File: config.mk
export PLATFORM = sky130hd
export DESIGN_NAME = hazard_control_unit_flat
export DESIGN_NICKNAME = d
export VERILOG_FILES = /design/src/rtl/hazard_control_unit_if.sv /design/src/rtl/hazard_control_unit.sv /design/src/flat_wrapper.sv
export SDC_FILE = /design/constraint.sdc
export NUM_CORES = 1
export LEC_CHECK = 0
export CORE_MARGIN = 2
export CORE_UTILIZATION = 25
export CTS_CLUSTER_DIAMETER = 30
export CTS_CLUSTER_SIZE = 12
export DETAILED_ROUTE_END_ITERATION = 10
export PLACE_DENSITY = 0.57
export SYNTH_ARGS = -nofsm -noshare
export SYNTH_HDL_FRONTEND = slang
export SYNTH_SLANG_ARGS = --single-unit
File: constraint.sdc
create_clock -name clk -period 2.4 [get_ports clk]
set_input_delay 0.24 -clock clk [delete_from_list [all_inputs] [get_ports clk]]
set_output_delay 0.24 -clock clk [all_outputs]
set_load 0.03 [all_outputs]
File: src/rtl/hazard_control_unit_if.sv
// Hazard-detection inputs and pipeline-register control outputs of the
// hazard control unit. The pipeline datapath is the master side; the hazard
// control unit is the slave side.
interface hazard_control_unit_if;
    logic [4:0] ifid_rs;
    logic [4:0] ifid_rt;
    logic       idex_memread;
    logic [4:0] idex_rt;
    logic       branch_taken_ex;
    logic       jump_id;
    logic       exmem_memread;
    logic       exmem_memwrite;
    logic       dmem_ready;

    logic       pc_write;
    logic [1:0] pc_src;
    logic       ifid_write;
    logic       ifid_flush;
    logic       idex_write;
    logic       idex_flush;
    logic       exmem_write;
    logic       exmem_flush;
    logic       memwb_write;
    logic       memwb_flush;

    modport master (
        output ifid_rs, ifid_rt, idex_memread, idex_rt, branch_taken_ex,
               jump_id, exmem_memread, exmem_memwrite, dmem_ready,
        input  pc_write, pc_src, ifid_write, ifid_flush, idex_write,
               idex_flush, exmem_write, exmem_flush, memwb_write, memwb_flush
    );

    modport slave (
        input  ifid_rs, ifid_rt, idex_memread, idex_rt, branch_taken_ex,
               jump_id, exmem_memread, exmem_memwrite, dmem_ready,
        output pc_write, pc_src, ifid_write, ifid_flush, idex_write,
               idex_flush, exmem_write, exmem_flush, memwb_write, memwb_flush
    );
endinterface

File: src/rtl/hazard_control_unit.sv
// Hazard and stall controller for the 5-stage MIPS pipeline: load-use
// bubbles, branch/jump redirects, data-memory freeze with timeout, and
// saturating stall/flush performance counters.
module hazard_control_unit #(
    parameter int unsigned MEM_TIMEOUT = 16,
    parameter int unsigned CNT_W       = 32
) (
    input  logic                 clk,
    input  logic                 reset,
    hazard_control_unit_if.slave hz,
    output logic                 mem_error,
    output logic [CNT_W-1:0]     stall_count,
    output logic [CNT_W-1:0]     flush_count
);

    typedef enum logic [1:0] {
        RUN      = 2'd0,
        MEM_WAIT = 2'd1,
        ERROR    = 2'd2
    } state_t;

    localparam logic [7:0] TIMEOUT_V = 8'(MEM_TIMEOUT);

    state_t     state;
    logic [7:0] wait_cnt;

    logic mem_op;
    logic freeze;
    logic load_use;
    logic stall_evt;
    logic flush_evt;

    // Hazard terms derived from the current pipeline contents
    always_comb begin
        mem_op   = hz.exmem_memread | hz.exmem_memwrite;
        freeze   = mem_op & ~hz.dmem_ready;
        load_use = hz.idex_memread && (hz.idex_rt != 5'd0) &&
                   ((hz.idex_rt == hz.ifid_rs) || (hz.idex_rt == hz.ifid_rt));
    end

    // Prioritised pipeline controls; the ready cycle in MEM_WAIT has no
    // freeze so it naturally falls through to the RUN behaviour
    always_comb begin
        hz.pc_write    = 1'b1;
        hz.pc_src      = 2'b00;
        hz.ifid_write  = 1'b1;
        hz.ifid_flush  = 1'b0;
        hz.idex_write  = 1'b1;
        hz.idex_flush  = 1'b0;
        hz.exmem_write = 1'b1;
        hz.exmem_flush = 1'b0;
        hz.memwb_write = 1'b1;
        hz.memwb_flush = 1'b0;
        stall_evt      = 1'b0;
        flush_evt      = 1'b0;
        if (reset) begin
            // defaults hold while reset is asserted
        end else if (state == ERROR) begin
            hz.pc_write    = 1'b0;
            hz.ifid_write  = 1'b0;
            hz.idex_write  = 1'b0;
            hz.exmem_write = 1'b0;
            hz.memwb_write = 1'b0;
            hz.memwb_flush = 1'b1;
        end else if (freeze) begin
            hz.pc_write    = 1'b0;
            hz.ifid_write  = 1'b0;
            hz.idex_write  = 1'b0;
            hz.exmem_write = 1'b0;
            hz.memwb_flush = 1'b1;
            stall_evt      = 1'b1;
        end else if (hz.branch_taken_ex) begin
            hz.pc_src      = 2'b01;
            hz.ifid_flush  = 1'b1;
            hz.idex_flush  = 1'b1;
            flush_evt      = 1'b1;
        end else if (load_use) begin
            hz.pc_write    = 1'b0;
            hz.ifid_write  = 1'b0;
            hz.idex_flush  = 1'b1;
            stall_evt      = 1'b1;
        end else if (hz.jump_id) begin
            hz.pc_src      = 2'b10;
            hz.ifid_flush  = 1'b1;
            flush_evt      = 1'b1;
        end
    end

    // Wait-timeout FSM, sticky error flag and saturating counters
    always_ff @(posedge clk) begin
        if (reset) begin
            state       <= RUN;
            wait_cnt    <= '0;
            mem_error   <= 1'b0;
            stall_count <= '0;
            flush_count <= '0;
        end else begin
            case (state)
                RUN: begin
                    if (freeze) begin
                        state    <= MEM_WAIT;
                        wait_cnt <= 8'd1;
                    end
                end
                MEM_WAIT: begin
                    if (hz.dmem_ready) begin
                        state    <= RUN;
                        wait_cnt <= '0;
                    end else if (wait_cnt == TIMEOUT_V) begin
                        state     <= ERROR;
                        mem_error <= 1'b1;
                    end else begin
                        wait_cnt <= wait_cnt + 8'd1;
                    end
                end
                ERROR: begin
                    state <= ERROR;
                end
                default: begin
                    state <= RUN;
                end
            endcase

            if (stall_evt && (stall_count != '1))
                stall_count <= stall_count + 1'b1;
            if (flush_evt && (flush_count != '1))
                flush_count <= flush_count + 1'b1;
        end
    end

endmodule
File: src/flat_wrapper.sv
// flat-port wrapper written by rule: the top's interface ports become plain ports
module hazard_control_unit_flat 
#(
    parameter int unsigned MEM_TIMEOUT = 16,
    parameter int unsigned CNT_W       = 32
)
  (clk, reset, mem_error, stall_count, flush_count, hz_ifid_rs, hz_ifid_rt, hz_idex_memread, hz_idex_rt, hz_branch_taken_ex, hz_jump_id, hz_exmem_memread, hz_exmem_memwrite, hz_dmem_ready, hz_pc_write, hz_pc_src, hz_ifid_write, hz_ifid_flush, hz_idex_write, hz_idex_flush, hz_exmem_write, hz_exmem_flush, hz_memwb_write, hz_memwb_flush);
  hazard_control_unit_if hz_i ();
  input  logic clk;
  input  logic reset;
  output logic mem_error;
  output logic [CNT_W-1:0] stall_count;
  output logic [CNT_W-1:0] flush_count;
  input wire logic [$bits(hz_i.ifid_rs)-1:0] hz_ifid_rs;
  input wire logic [$bits(hz_i.ifid_rt)-1:0] hz_ifid_rt;
  input wire logic [$bits(hz_i.idex_memread)-1:0] hz_idex_memread;
  input wire logic [$bits(hz_i.idex_rt)-1:0] hz_idex_rt;
  input wire logic [$bits(hz_i.branch_taken_ex)-1:0] hz_branch_taken_ex;
  input wire logic [$bits(hz_i.jump_id)-1:0] hz_jump_id;
  input wire logic [$bits(hz_i.exmem_memread)-1:0] hz_exmem_memread;
  input wire logic [$bits(hz_i.exmem_memwrite)-1:0] hz_exmem_memwrite;
  input wire logic [$bits(hz_i.dmem_ready)-1:0] hz_dmem_ready;
  output wire logic [$bits(hz_i.pc_write)-1:0] hz_pc_write;
  output wire logic [$bits(hz_i.pc_src)-1:0] hz_pc_src;
  output wire logic [$bits(hz_i.ifid_write)-1:0] hz_ifid_write;
  output wire logic [$bits(hz_i.ifid_flush)-1:0] hz_ifid_flush;
  output wire logic [$bits(hz_i.idex_write)-1:0] hz_idex_write;
  output wire logic [$bits(hz_i.idex_flush)-1:0] hz_idex_flush;
  output wire logic [$bits(hz_i.exmem_write)-1:0] hz_exmem_write;
  output wire logic [$bits(hz_i.exmem_flush)-1:0] hz_exmem_flush;
  output wire logic [$bits(hz_i.memwb_write)-1:0] hz_memwb_write;
  output wire logic [$bits(hz_i.memwb_flush)-1:0] hz_memwb_flush;
  assign hz_i.ifid_rs = hz_ifid_rs;
  assign hz_i.ifid_rt = hz_ifid_rt;
  assign hz_i.idex_memread = hz_idex_memread;
  assign hz_i.idex_rt = hz_idex_rt;
  assign hz_i.branch_taken_ex = hz_branch_taken_ex;
  assign hz_i.jump_id = hz_jump_id;
  assign hz_i.exmem_memread = hz_exmem_memread;
  assign hz_i.exmem_memwrite = hz_exmem_memwrite;
  assign hz_i.dmem_ready = hz_dmem_ready;
  assign hz_pc_write = hz_i.pc_write;
  assign hz_pc_src = hz_i.pc_src;
  assign hz_ifid_write = hz_i.ifid_write;
  assign hz_ifid_flush = hz_i.ifid_flush;
  assign hz_idex_write = hz_i.idex_write;
  assign hz_idex_flush = hz_i.idex_flush;
  assign hz_exmem_write = hz_i.exmem_write;
  assign hz_exmem_flush = hz_i.exmem_flush;
  assign hz_memwb_write = hz_i.memwb_write;
  assign hz_memwb_flush = hz_i.memwb_flush;
  hazard_control_unit #(.MEM_TIMEOUT(MEM_TIMEOUT), .CNT_W(CNT_W)) u_core (.clk(clk), .reset(reset), .hz(hz_i), .mem_error(mem_error), .stall_count(stall_count), .flush_count(flush_count));
endmodule
==> results.yml <==
floorplanning:
  fp.dieW_um: 133
  initial_core_util_pct: 25.3
  rows: 47
  die_h_um: 133
  fp.coreArea_mm2: 0.0164
  die-area_mm2: 0.0177
  ios: 99
worst_hold_path:
  hp-start: "reset"
  holdPathStages: 3
  hp-class: "in2reg"
detailed_routing:
  wl_per_cell_um: 14.5
  vias: 4401
  drt_iter0_markers: 166
  vias_per_cell: 5.15
  finalWirelength_um: 12400
  antenna_left: 0
  dr.pass1.iters: 4
  drc: 0
critical_path:
  critical_path_class: "in2out"
  crit_chain: "clkdlybuf4s50_1 -> or4_4 -> o21ai_4 -> nor2_4 -> buf_4 -> a21o_1 -> buf_4 -> inv_2 -> buf_6"
  critPathCaptureType: "output pin"
  slowest_stage: "or4_4"
  cp_max_fo: 5
  setup.worst_path.start_class: "primary input"
  cpMostUsedCell: "buf_4"
  startpoint: "hz_idex_rt[3]"
  r2r_cells: 6
  r2r_start: "u_core.flush_count[3]$_SDFFE_PP0P_"
  rrSetupSlack_ps: 190
  crit_arrival_ps: 2060
  crit_required_ps: 2160
  crit_path_max_incr_delay_ps: 440
sta:
  whs_ps: 454
  drv_slew: 0
  slew_headroom_pct: 66.9
  grt_setup_unrepaired: "false"
  max_freq_mhz: 436
  timing.final.crit_period_ps: 2300
  max_slew.worst_pin.slew_ps: 493
  fin_skew_ps: 4.84
  setup_ws_ps: 105
  fin_crit_sh_pct: 95.6
  finalSetupViolCount: 0
  finalHoldViolCount: 0
cts:
  cts_max_path_buffers: 2
  clock_latency_ps: 340
  root_buffer: "clkbuf_16"
  cts_tree: "yes"
  cts.sinks: 75
  htreeDepth: 3
  numCtsBuffers: 9
  cts_hold_buf: 0
  cts.clk_slew.worst_paths_ps: 60
pwr:
  vdd_ir_drop_max_v: 0.000316
  p_total_uw: 2760
  power.leakage_uw: 0.00198
  powerDensity_mw_per_mm2: 469
flow_run:
  maxCapViolCount: 0
yosys:
  synth_fp_nets: 536
  synth_area_mm2: 0.00415
  synth_ff_type: "dfxtp_1"
  synth-edff-count: 0
  ys_ff_latch: 75
  ys_seq_area_share_pct: 36.2
  synth_warnings: 0
  async_flop_share_pct: 0
  syn_inst: 509
  avgSynthCellArea_um2: 8.16
  yosysUniqueCellTypes: 58
run_status:
  status: "completed"
finish:
  postLayoutCellArea_mm2: 0.00590
  antenna_cells: 0
  nFillCells: 1660
  drive_above_1_share_pct: 14.2
  area_growth_pct: 42.1
  layout_commonest_cell: "clkdlybuf4s50_1"
  most-common-layout-cells: "87 x clkdlybuf4s50_1, 75 x dfxtp_1, 48 x a21oi_1, 48 x buf_4, 38 x nand2_1"
  layout.nets: 661
placed_design:
  dpl_worst_slack_ps: -313
  gp_congestion: 0.781
  hpwl_um: 9140
  portBuffers: 97
  dpl-instance-area_mm2: 0.00562
global_routing:
  grt_max_degree: 44
  antenna_found_initial: 0
  grt_pass1_vias: 4211
  grtUsageTotal_pct: 14.2
  grt.overflow.total: 0
  grt_pass1_wl_um: 20600
## power by group
part           total (uW)  switching [uW]  internal [uW]
registers            1260            9.43           1260
logic                 304             167            137
clock network        1200             499            697
total                2760             676           2090
## through the flow
stage	TNS [ps]	util, %	cells
2_1_floorplan	0	-	509
3_3_place_gp	-9460	34.2	842
3_5_place_dp	-12340	34.2	842
4_1_cts	0	35.8	853
5_1_grt	0	36.0	854
6_report	0	36.0	854
## logic make-up (layout without fill, tap and decap cells)
family / Yosys count / after routing / synth area share, %
DFF: 75 / 75 / 36.2
other: 1 / 1 / 0.0903
muxes: 11 / 11 / 2.92
adders and majority gates: 4 / 4 / 1.21
buffers and inverters: 46 / 171 / 5.09
xor gates and xnor gates: 16 / 16 / 3.38
and+or+nand+nor: 228 / 228 / 31.6
AOI/OAI and AO/OA: 128 / 128 / 19.5
## synthesized netlist by cell type, drive strengths merged (6+ instances only)
master,number,area (um^2)
nor2,33,126
xor2,6,52.6
mux2,9,101
nor2b,8,50.1
and4,9,78.8
dfxtp,75,1500
nand2,38,143
o41ai,6,52.6
a21oi,49,245
o21ai,33,169
inv,17,63.8
o31ai,14,105
or4,17,128
or3,33,206
nand3,26,130
o311ai,8,70.1
xnor2,10,87.6
buf,14,91.3
and3,12,75.1
nor4,8,62.6
nand4,24,150
clkbuf,15,56.3
## path summary, 6_finish.rpt
kind | end
worst max register to register | u_core.flush_count[25]$_SDFFE_PP0P_
worst max-delay path | hz_ifid_flush
worst min-delay path | u_core.stall_count[0]$_SDFFE_PP0P_
worst min register to register | u_core.mem_error$_SDFFE_PP0P_
## metal layers
| layer | vias to the layer above | wire, um | global-route usage [%] | share of wire, % |
|---|---|---|---|---|
| li1 | 2161 | - | - | - |
| met1 | 2112 | 5550 | 17.8 | 45 |
| met2 | 113 | 5920 | 23.3 | 48 |
| met3 | 15 | 672 | 3.14 | 5.4 |
| met4 | 0 | 221 | 6.33 | 1.8 |
| met5 | - | 0 | 0 | 0 |
## final cells by class
cell class / instances / area (um^2) / area share (%)
clock buffer: 10 / 239 / 4.05
tap: 220 / 275 / 4.66
clock inverter: 1 / 5.00 / 0.0848
inverter: 17 / 63.8 / 1.08
multi-input combinational: 388 / 2480 / 42.1
timing repair buffer: 143 / 1330 / 22.6
sequential: 75 / 1500 / 25.4
## flip-flops by register name (all words and copies together), names as in the netlist
name                cells
u_core.flush_count     32
u_core.stall_count     32
u_core.wait_cnt         8
u_core.state            2
u_core.mem_error        1
## worst max-delay path, delay by kind of cell
kind	cells	cell delay (ps)
AOI/OAI and AO/OA	2	400
buffers and inverters	5	900
and+or+nand+nor	2	510
## what timing repair did
action,in CTS,in global routing
resized for setup,8,3
hold endpoints to repair,0,0
buffers inserted,0,1
setup endpoints to repair,1,29
pin swaps,2,1
No activity file was read; power rests on OpenSTA's default activity.
